--- config.mk ---
export PLATFORM = sky130hd
export DESIGN_NAME = sisc_exec_unit_flat
export DESIGN_NICKNAME = d
export VERILOG_FILES = /design/src/rtl/sisc_pkg.sv /design/src/rtl/sisc_exec_unit_if.sv /design/src/rtl/sisc_alu.sv /design/src/rtl/sisc_exec_unit.sv /design/src/flat_wrapper.sv
export SDC_FILE = /design/constraint.sdc
export NUM_CORES = 1
export LEC_CHECK = 0
export ABC_AREA = 1
export CAP_MARGIN = 20
export CORE_ASPECT_RATIO = 1.4
export CORE_MARGIN = 2
export CORE_UTILIZATION = 40
export DETAILED_ROUTE_END_ITERATION = 6
export GPL_TIMING_DRIVEN = 0
export SYNTH_ARGS = -nofsm -noshare
export SYNTH_HDL_FRONTEND = slang
export SYNTH_SLANG_ARGS = --single-unit
--- constraint.sdc ---
create_clock -name CLK -period 4.9 [get_ports CLK]
set_input_delay 0.735 -clock CLK [delete_from_list [all_inputs] [get_ports CLK]]
set_output_delay 0.735 -clock CLK [all_outputs]
set_load 0.005 [all_outputs]
--- src/rtl/sisc_pkg.sv ---
// Shared definitions for the SISC execution slice: opcodes, ALU function codes,
// control FSM states and condition-code bit positions.
// Latency: n/a (definitions only).  Backpressure: n/a.
package sisc_pkg;

  localparam int DATA_W_C = 32;

  // Opcodes, IR[31:28]
  localparam logic [3:0] OP_NOP   = 4'h0;
  localparam logic [3:0] OP_ALU_R = 4'h1;
  localparam logic [3:0] OP_ALU_I = 4'h2;
  localparam logic [3:0] OP_HLT   = 4'hF;

  // ALU function codes, IR[27:24]
  localparam logic [3:0] FN_ADD = 4'h1;
  localparam logic [3:0] FN_SUB = 4'h2;
  localparam logic [3:0] FN_OR  = 4'h3;
  localparam logic [3:0] FN_AND = 4'h4;
  localparam logic [3:0] FN_XOR = 4'h5;
  localparam logic [3:0] FN_NOT = 4'h6;
  localparam logic [3:0] FN_SRL = 4'h7;
  localparam logic [3:0] FN_SLL = 4'h8;
  localparam logic [3:0] FN_ROR = 4'h9;
  localparam logic [3:0] FN_ROL = 4'hA;

  // Bit positions inside the 4-bit {C,V,N,Z} status word
  localparam int FLAG_C = 3;
  localparam int FLAG_V = 2;
  localparam int FLAG_N = 1;
  localparam int FLAG_Z = 0;

  typedef enum logic [2:0] {
    START0,
    START1,
    FETCH,
    DECODE,
    EXECUTE,
    MEM,
    WRITEBACK,
    HALT
  } state_e;

  // Function codes form one contiguous range ADD..ROL.
  function automatic logic funct_valid(input logic [3:0] f);
    return (f >= FN_ADD) && (f <= FN_ROL);
  endfunction

  function automatic logic is_alu_opcode(input logic [3:0] op);
    return (op == OP_ALU_R) || (op == OP_ALU_I);
  endfunction

endpackage

--- src/rtl/sisc_exec_unit_if.sv ---
// Instruction/operand inputs and write-back/status outputs of the SISC execution slice.
// Latency: n/a (wires only).  Backpressure: none, the block follows the FSM cadence.
// master: drives IR/rsa/rsb and observes results; slave: the execution unit.
interface sisc_exec_unit_if #(
  parameter int DATA_W = 32
) ();
  logic [31:0]       IR;
  logic [DATA_W-1:0] rsa;
  logic [DATA_W-1:0] rsb;
  logic              rf_we;
  logic              rd_sel;
  logic [1:0]        alu_op;
  logic              wb_sel;
  logic [DATA_W-1:0] alu_result;
  logic [DATA_W-1:0] wb_data;
  logic [3:0]        stat;
  logic              stat_en;

  modport master (
    output IR, rsa, rsb,
    input  rf_we, rd_sel, alu_op, wb_sel, alu_result, wb_data, stat, stat_en
  );

  modport slave (
    input  IR, rsa, rsb,
    output rf_we, rd_sel, alu_op, wb_sel, alu_result, wb_data, stat, stat_en
  );
endinterface

--- src/rtl/sisc_alu.sv ---
// Combinational 32-bit ALU: B-operand mux, function unit and {C,V,N,Z} flags.
// Latency: 0 cycles (purely combinational).  Backpressure: none.
// Ports: a_i/b_i register operands, imm_i sign-extended immediate, imm_sel_i picks imm
//        for B, funct_i function code; result_o result, stat_o {C,V,N,Z}.
module sisc_alu
  import sisc_pkg::*;
#(
  parameter int DATA_W = 32
) (
  input  logic [DATA_W-1:0] a_i,
  input  logic [DATA_W-1:0] b_i,
  input  logic [DATA_W-1:0] imm_i,
  input  logic              imm_sel_i,
  input  logic [3:0]        funct_i,
  output logic [DATA_W-1:0] result_o,
  output logic [3:0]        stat_o
);

  logic [DATA_W-1:0]   b_op;
  logic [DATA_W:0]     add_w;
  logic [DATA_W:0]     sub_w;
  logic [4:0]          sh;
  logic [2*DATA_W-1:0] rot_r;
  logic [2*DATA_W-1:0] rot_l;
  logic                c_flag;
  logic                v_flag;

  always_comb begin
    b_op = imm_sel_i ? imm_i : b_i;
    add_w = {1'b0, a_i} + {1'b0, b_op};
    // A + ~B + 1: the carry out is the inverted borrow, so C=1 exactly when A >= B.
    sub_w = {1'b0, a_i} + {1'b0, ~b_op} + {{DATA_W{1'b0}}, 1'b1};
    sh    = b_op[4:0];
    // Rotations via a doubled word; the low (right) or high (left) half is the result,
    // which also yields A unchanged for a zero shift.
    rot_r = {a_i, a_i} >> sh;
    rot_l = {a_i, a_i} << sh;

    result_o = '0;
    c_flag   = 1'b0;
    v_flag   = 1'b0;
    unique case (funct_i)
      FN_ADD: begin
        result_o = add_w[DATA_W-1:0];
        c_flag   = add_w[DATA_W];
        v_flag   = (a_i[DATA_W-1] == b_op[DATA_W-1]) &&
                   (add_w[DATA_W-1] != a_i[DATA_W-1]);
      end
      FN_SUB: begin
        result_o = sub_w[DATA_W-1:0];
        c_flag   = sub_w[DATA_W];
        v_flag   = (a_i[DATA_W-1] != b_op[DATA_W-1]) &&
                   (sub_w[DATA_W-1] != a_i[DATA_W-1]);
      end
      FN_OR:   result_o = a_i | b_op;
      FN_AND:  result_o = a_i & b_op;
      FN_XOR:  result_o = a_i ^ b_op;
      FN_NOT:  result_o = ~a_i;
      FN_SRL:  result_o = a_i >> sh;
      FN_SLL:  result_o = a_i << sh;
      FN_ROR:  result_o = rot_r[DATA_W-1:0];
      FN_ROL:  result_o = rot_l[2*DATA_W-1:DATA_W];
      default: result_o = '0;
    endcase

    stat_o         = '0;
    stat_o[FLAG_C] = c_flag;
    stat_o[FLAG_V] = v_flag;
    stat_o[FLAG_N] = result_o[DATA_W-1];
    stat_o[FLAG_Z] = (result_o == '0);
  end

endmodule

--- src/rtl/sisc_exec_unit.sv ---
// SISC execution slice: control FSM, ALU and write-back mux.
// Latency: 5 cycles per instruction (FETCH..WRITEBACK), two START cycles after reset.
// Backpressure: none; IR/operands must be held stable from DECODE through WRITEBACK.
// Ports: CLK, RST_F (async active-low), bus (slave modport: IR/rsa/rsb in; rf_we,
//        rd_sel, alu_op, wb_sel, alu_result, wb_data, stat, stat_en out).
// Build option: define SISC_HALT_EN to make opcode 1111 a terminal halt.
module sisc_exec_unit
  import sisc_pkg::*;
#(
  parameter int DATA_W = 32  // only 32 is supported
) (
  input  logic             CLK,
  input  logic             RST_F,
  sisc_exec_unit_if.slave  bus
);

  state_e            state_q;
  state_e            state_d;
  logic [3:0]        opcode;
  logic [3:0]        funct;
  logic              is_alu;
  logic              is_imm;
  logic              fn_ok;
  logic              in_window;
  logic              wb_sel_w;
  logic [1:0]        alu_op_w;
  logic [DATA_W-1:0] imm_ext;
  logic [DATA_W-1:0] alu_result;
  logic [3:0]        alu_stat;
  logic              unused_ir_regs;

  assign opcode  = bus.IR[31:28];
  assign funct   = bus.IR[27:24];
  assign imm_ext = {{(DATA_W-16){bus.IR[15]}}, bus.IR[15:0]};
  // Register specifiers go straight to the external register file.
  assign unused_ir_regs = ^bus.IR[23:16];

  always_comb begin
    state_d = state_q;
    unique case (state_q)
      START0:    state_d = START1;
      START1:    state_d = FETCH;
      FETCH:     state_d = DECODE;
      DECODE: begin
        state_d = EXECUTE;
`ifdef SISC_HALT_EN
        if (opcode == OP_HLT) state_d = HALT;
`endif
      end
      EXECUTE:   state_d = MEM;
      MEM:       state_d = WRITEBACK;
      WRITEBACK: state_d = FETCH;
      HALT:      state_d = HALT;
      default:   state_d = START0;
    endcase
  end

  always_ff @(posedge CLK or negedge RST_F) begin
    if (!RST_F) state_q <= START0;
    else        state_q <= state_d;
  end

  // Outputs decode state plus the live opcode; the async clear of state_q forces
  // them all low the moment RST_F falls.
  assign is_alu    = is_alu_opcode(opcode);
  assign is_imm    = (opcode == OP_ALU_I);
  assign fn_ok     = funct_valid(funct);
  assign in_window = (state_q == DECODE) || (state_q == EXECUTE) ||
                     (state_q == MEM)    || (state_q == WRITEBACK);
  assign alu_op_w  = {in_window & is_alu, in_window & is_imm};
  assign wb_sel_w  = (state_q == WRITEBACK) & is_alu & fn_ok;

  sisc_alu #(.DATA_W(DATA_W)) u_alu (
    .a_i       (bus.rsa),
    .b_i       (bus.rsb),
    .imm_i     (imm_ext),
    .imm_sel_i (alu_op_w[0]),
    .funct_i   (funct),
    .result_o  (alu_result),
    .stat_o    (alu_stat)
  );

  assign bus.alu_op     = alu_op_w;
  assign bus.rd_sel     = alu_op_w[0];
  assign bus.stat_en    = (state_q == EXECUTE) & is_alu & fn_ok;
  assign bus.wb_sel     = wb_sel_w;
  assign bus.rf_we      = wb_sel_w;
  assign bus.alu_result = alu_result;
  assign bus.stat       = alu_stat;
  assign bus.wb_data    = wb_sel_w ? alu_result : '0;

endmodule

--- src/flat_wrapper.sv ---
// flat-port wrapper written by rule: the top's interface ports become plain ports
module sisc_exec_unit_flat import sisc_pkg::*;
#(
  parameter int DATA_W = 32                         
)
  (CLK, RST_F, bus_IR, bus_rsa, bus_rsb, bus_rf_we, bus_rd_sel, bus_alu_op, bus_wb_sel, bus_alu_result, bus_wb_data, bus_stat, bus_stat_en);
  sisc_exec_unit_if #(.DATA_W(DATA_W)) bus_i ();
  input  logic CLK;
  input  logic RST_F;
  input wire logic [$bits(bus_i.IR)-1:0] bus_IR;
  input wire logic [$bits(bus_i.rsa)-1:0] bus_rsa;
  input wire logic [$bits(bus_i.rsb)-1:0] bus_rsb;
  output wire logic [$bits(bus_i.rf_we)-1:0] bus_rf_we;
  output wire logic [$bits(bus_i.rd_sel)-1:0] bus_rd_sel;
  output wire logic [$bits(bus_i.alu_op)-1:0] bus_alu_op;
  output wire logic [$bits(bus_i.wb_sel)-1:0] bus_wb_sel;
  output wire logic [$bits(bus_i.alu_result)-1:0] bus_alu_result;
  output wire logic [$bits(bus_i.wb_data)-1:0] bus_wb_data;
  output wire logic [$bits(bus_i.stat)-1:0] bus_stat;
  output wire logic [$bits(bus_i.stat_en)-1:0] bus_stat_en;
  assign bus_i.IR = bus_IR;
  assign bus_i.rsa = bus_rsa;
  assign bus_i.rsb = bus_rsb;
  assign bus_rf_we = bus_i.rf_we;
  assign bus_rd_sel = bus_i.rd_sel;
  assign bus_alu_op = bus_i.alu_op;
  assign bus_wb_sel = bus_i.wb_sel;
  assign bus_alu_result = bus_i.alu_result;
  assign bus_wb_data = bus_i.wb_data;
  assign bus_stat = bus_i.stat;
  assign bus_stat_en = bus_i.stat_en;
  sisc_exec_unit #(.DATA_W(DATA_W)) u_core (.CLK(CLK), .RST_F(RST_F), .bus(bus_i));
endmodule
==> summary.txt, run 1 <==
Status
  – Run status: aborted with a tool error
  – Stop stage: 5_1_grt
  – Err: [ERROR GRT-0232] Routing congestion too high. Check the congestion heatmap in the GUI.

Synthesis
  – Cell Area, Synth: about 12000 sq um
  – Top cells by area in the synthesized netlist: nand2_1 26%, nand3_1 20%, ha_1 9.7%, inv_1 8.7%, nor2_1 5.9%
  – Synth top area share: a little over a quarter
  – Synthesized instance count: ~2600
  – Post-synth EDFFs: 0
  – Dominant cell type by area after synthesis: nand2_1
  – Post-synth top cells: 862 x nand2_1, 495 x nand3_1, 285 x inv_1
  – Sequential share of the synthesized area: less than 1%
  – Main synth FF type: dfrtp_1
  – Unique masters post-synth: between 40 and 50
  – Most common cell in the synthesized netlist: nand2_1
  – #FFs+latches synth: 3
  – Net Count, Synth: ~2700
  – Ys async rst share: 100.0%
  – Syn_area_per_cell: 4.817 sq um
  – Synth Warn #: 0

Floorplan
  – Die H: between 200 and 250 microns
  – Die width: ~150 microns
  – I/O Pins: between 150 and 200
  – Initial Utilization: about two fifths
  – Core Rows: 76

GRT
  – Pin count of the biggest net entering global routing: 12
  – Gr ovfl total: 1
  – All-layer global routing usage: 59.42%

Clock network
  – CTS Buf Count: 3
  – H-Tree Depth: 1
  – Hold-fix buffer count after cts: 0
  – Clock Sinks: 3
  – Clock Tree Buf Depth: 2
  – CTS Root Buffer Type: clkbuf_16

Placed design
  – Setup WS pre-CTS: -2.848 ns
  – DP HPWL: between 70000 and 80000 microns
  – # port buffers: ~160
  – Routability congestion estimate: between 1 and 1.5
  – Placed Area: about 14000 sq um
timing repair:
action,4_1_cts
endpoints found under the setup margin,70
cloned,5
gates resized for setup,543
buffers inserted,109
pin swaps,124
stage by stage:
step	cells	utilization [%]	setup TNS, ns
global placement	3107	47.25	-124.67
floorplan	2554	-	0
detailed placement	3107	47.25	-128.95
CTS	3203	55.53	-6.629
cell families after synthesis:
logic type	synth area share (%)
AO/OA/AOI/OAI	16.95
XOR/XNOR	0.07120
adder cells (fa/ha/maj)	9.824
buffers and inverters	14.79
flip-flops	0.6102
AND/OR/NAND/NOR	57.75
metal layers:
metal / track usage [%] / overflow
met1: 57.28 / 0
met2: 87.54 / 0
met3: 28.07 / 0
met4: 68.39 / 1
met5: 0.3072 / 0
==> run 2, diff against run 1 <==
--- a/config.mk
+++ b/config.mk
@@ -7,11 +7,11 @@
 export LEC_CHECK = 0
 export ABC_AREA = 1
 export CAP_MARGIN = 20
-export CORE_ASPECT_RATIO = 1.4
 export CORE_MARGIN = 2
-export CORE_UTILIZATION = 40
+export CORE_UTILIZATION = 25
 export DETAILED_ROUTE_END_ITERATION = 6
 export GPL_TIMING_DRIVEN = 0
+export PLACE_DENSITY_LB_ADDON = 0.15
 export SYNTH_ARGS = -nofsm -noshare
 export SYNTH_HDL_FRONTEND = slang
 export SYNTH_SLANG_ARGS = --single-unit
==> constraint.sdc (replaced) <==
create_clock -name CLK -period 6.35 [get_ports CLK]
set_input_delay 0.9525 -clock CLK [delete_from_list [all_inputs] [get_ports CLK]]
set_output_delay 0.9525 -clock CLK [all_outputs]
set_load 0.005 [all_outputs]
==> summary.txt, run 2 <==
Status
  – Run status: finished with violations
  – Failing checks: DRC

Finish
  – Nets: 2979
  – Non-Filler Instances: ~3500
  – Synth-to-layout area growth: 38.05%
  – Most frequent cells in the layout: 832 x nand2_1, 471 x nand3_1, 267 x inv_1
  – Commonest non-fill, non-tap cell in the layout: nand2_1
  – Fillers: 5712
  – Share of post-route cells with drive strength above 1: roughly 15%

Timing
  – Setup-failing EPs final: 0
  – Hold Vio Cnt, Final: 0
  – Fin crit share: 98.99%
  – Tmin final: roughly 6.3 ns
  – Max Slew Vio Count: 0
  – Max Clock Skew: around 0.0013 ns
  – Max Freq: between 150 and 200 MHz
  – Worst slew pin tran: about 1.1 ns
  – Slew headroom: around 28%
  – Setup repair after global routing missed its margin: true

Synthesis
  – Synthesized instance count: approximately 2600
  – Main synth FF type: dfrtp_1
  – Top cells by area in the synthesized netlist: nand2_1 26%, nand3_1 20%, ha_1 9.7%, inv_1 8.7%, nor2_1 5.9%
  – Net Count, Synth: 2748
  – #FFs+latches synth: 3
  – Ys async rst share: between 90% and 100%
  – Post-synth EDFFs: 0
  – Most common cell in the synthesized netlist: nand2_1
  – Cell Area, Synth: roughly 12000 sq um
  – Post-synth top cells: 862 x nand2_1, 495 x nand3_1, 285 x inv_1
  – Syn_area_per_cell: around 4.8 sq um
  – Synth Warn #: 0
  – Dominant cell type by area after synthesis: nand2_1
  – Synth top area share: 26.30%
  – Unique masters post-synth: slightly below 50
  – Sequential share of the synthesized area: 0.6102%

Detailed routing
  – Drc violations: 7
  – DR pass1 iterations: 7
  – WL/cell: slightly above 30 microns
  – Routed Antenna Nets: 0
  – Via-to-Cell Ratio: between 5 and 6
  – Routed via count: 19790
  – Starting DRC count in detailed routing: approximately 2300
  – Total wire length: around 110000 microns

Clock network
  – CTS Root Buffer Type: clkbuf_16
  – TritonCTS clock tree: yes
  – H-Tree Depth: 1
  – CTS Buf Count: 3
  – Clock Tree Buf Depth: 2
  – Hold-fix buffer count after cts: 0
  – Clk_lat worst skew: 0.23 ns
  – Clk pin slew, worst setup/hold paths: ~0.030 ns
  – Clock Sinks: 3

Floorplan
  – Die H: ~230 microns
  – Core Rows: 81
  – Die width: about 230 microns
  – I/O Pins: between 150 and 200
  – Die area: approximately 50000 sq um
  – Core Area: between 40000 and 50000 sq um
  – Initial Utilization: approximately a quarter

Power and ir drop
  – Overall power: 2.089 mW
  – Pwr dens: 123.0 nW/um^2
  – Leakage: ~8.3 nW
  – Max IR drop VDD: approximately 170 uV

Placed design
  – Dpl cells: 3382
  – Routability congestion estimate: roughly 1.1
  – # port buffers: around 160
  – DP HPWL: between 80000 and 90000 microns

Setup path
  – WP data arrival: between 5 and 6 ns
  – Crit. End Element: output pin
  – Worst Path Required: 5.40 ns
  – Worst setup SP type: input port
  – Crit Path Class: input port to output pin
  – Crit Path Max Fanout: 10

Worst hold path
  – HP Class: flop to flop

GRT
  – Gr ovfl total: 0
  – Pin count of the biggest net entering global routing: 12
  – All-layer global routing usage: between 40% and 50%
  – First-pass GRT wire length: around 140000 microns
  – Initial antenna violation count: 3
  – Vias in the first global route: roughly 18000

Run
  – MaxCap Viol Count: 0
-- run 2: power breakdown --
part / leakage, nW / total, mW / internal [mW] / switching, mW
combinational: 8.25 / 1.97 / 0.626 / 1.34
sequential: 0.0373 / 0.0193 / 0.0193 / 0
clock: 0.0382 / 0.101 / 0.0829 / 0.0176
-- run 2: cells by family (layout without fill, tap and decap cells) --
kind of cell / Yosys count / after routing / synth area share (%)
DFF: 3 / 3 / 0.6102
adders and majority gates: 96 / 96 / 9.824
other: 0 / 2 / 0
and+or+nand+nor: 1651 / 1652 / 57.75
xor gates and xnor gates: 1 / 1 / 0.07120
buffers and inverters: 436 / 665 / 14.79
AOI/OAI and AO/OA: 367 / 367 / 16.95
-- run 2: worst paths after layout --
path,from,to,slack (ns),cells past startpoint
worst max-delay path,bus_IR[28],bus_alu_result[31],0.06,21
worst min-delay path,flop,flop,0.60,2
worst max register to register,u_core.state_q[0],u_core.state_q[1],5.25,4
worst min register to register,flop,flop,0.60,2
max in group asynchronous,RST_F,u_core.state_q[0],5.27,1
min in group asynchronous,RST_F,asynchronous set/reset pin,0.92,1
-- run 2: worst max-delay path, cell delays in order --
cell and delay (ns):
clkdlybuf4s50_1 0.41, inv_2 0.07, nand2_2 0.06, nor2_4 0.15
buf_12 0.13, nand3_4 0.12, buf_12 0.16, nand2_2 0.08
nand2_4 0.10, inv_4 0.11, clkbuf_1 0.70, nand3_1 0.41
nand2_1 0.16, nand2_1 0.10, nand3_1 0.26, nand2_1 0.08
nor2_1 0.22, nand4_1 0.26, buf_4 0.22, buf_4 0.12
clkdlybuf4s50_1 0.43
-- run 2: per-layer routing --
| layer | vias to the layer above | global-route usage [%] | routed length (microns) |
|---|---|---|---|
| li1 | 8893 | - | - |
| met1 | 9438 | 47.29 | 40690 |
| met2 | 1132 | 66.07 | 46850 |
| met3 | 320 | 7.546 | 8472 |
| met4 | 2 | 28.86 | 9801 |
| met5 | - | 0 | 13 |
-- run 2: cell type report --
class | instances | area [sq um] | share of cell area (%)
timing repair inverter | 1 | 7.507 | 0.04420
antenna | 2 | 5.005 | 0.02947
multi-input combinational | 2116 | 11670 | 68.69
clock buffer | 4 | 78.83 | 0.4641
timing repair buffer | 246 | 2338 | 13.77
tap | 664 | 830.8 | 4.892
inverter | 295 | 1131 | 6.660
buffer | 119 | 850.8 | 5.010
sequential | 3 | 75.07 | 0.4420
-- run 2: metrics by stage --
stage / area [sq um] / worst slack [ns] / TNS [ns] / utilization (%) / hold slack, ns
after floorplan: 12300 / 1.138 / 0 / - / 0.5282
after global placement: 14770 / -2.396 / -95.21 / 30.29 / 0.5788
after detailed placement: 14780 / -2.444 / -94.54 / 30.32 / 0.5718
after CTS: 16040 / 0.0002411 / 0 / 32.89 / 0.6056
after global routing: 16980 / -0.1229 / -0.5585 / 34.83 / 0.6317
final: 16980 / 0.06444 / 0 / 34.84 / 0.5951
-- run 2: what timing repair did --
item,4_1_cts,5_1_grt
setup buffers,34,47
pin swaps,40,60
gates cloned,3,0
endpoints found under the setup margin,64,52
gates resized for setup,261,171
Power figures use the tool's default switching activity.
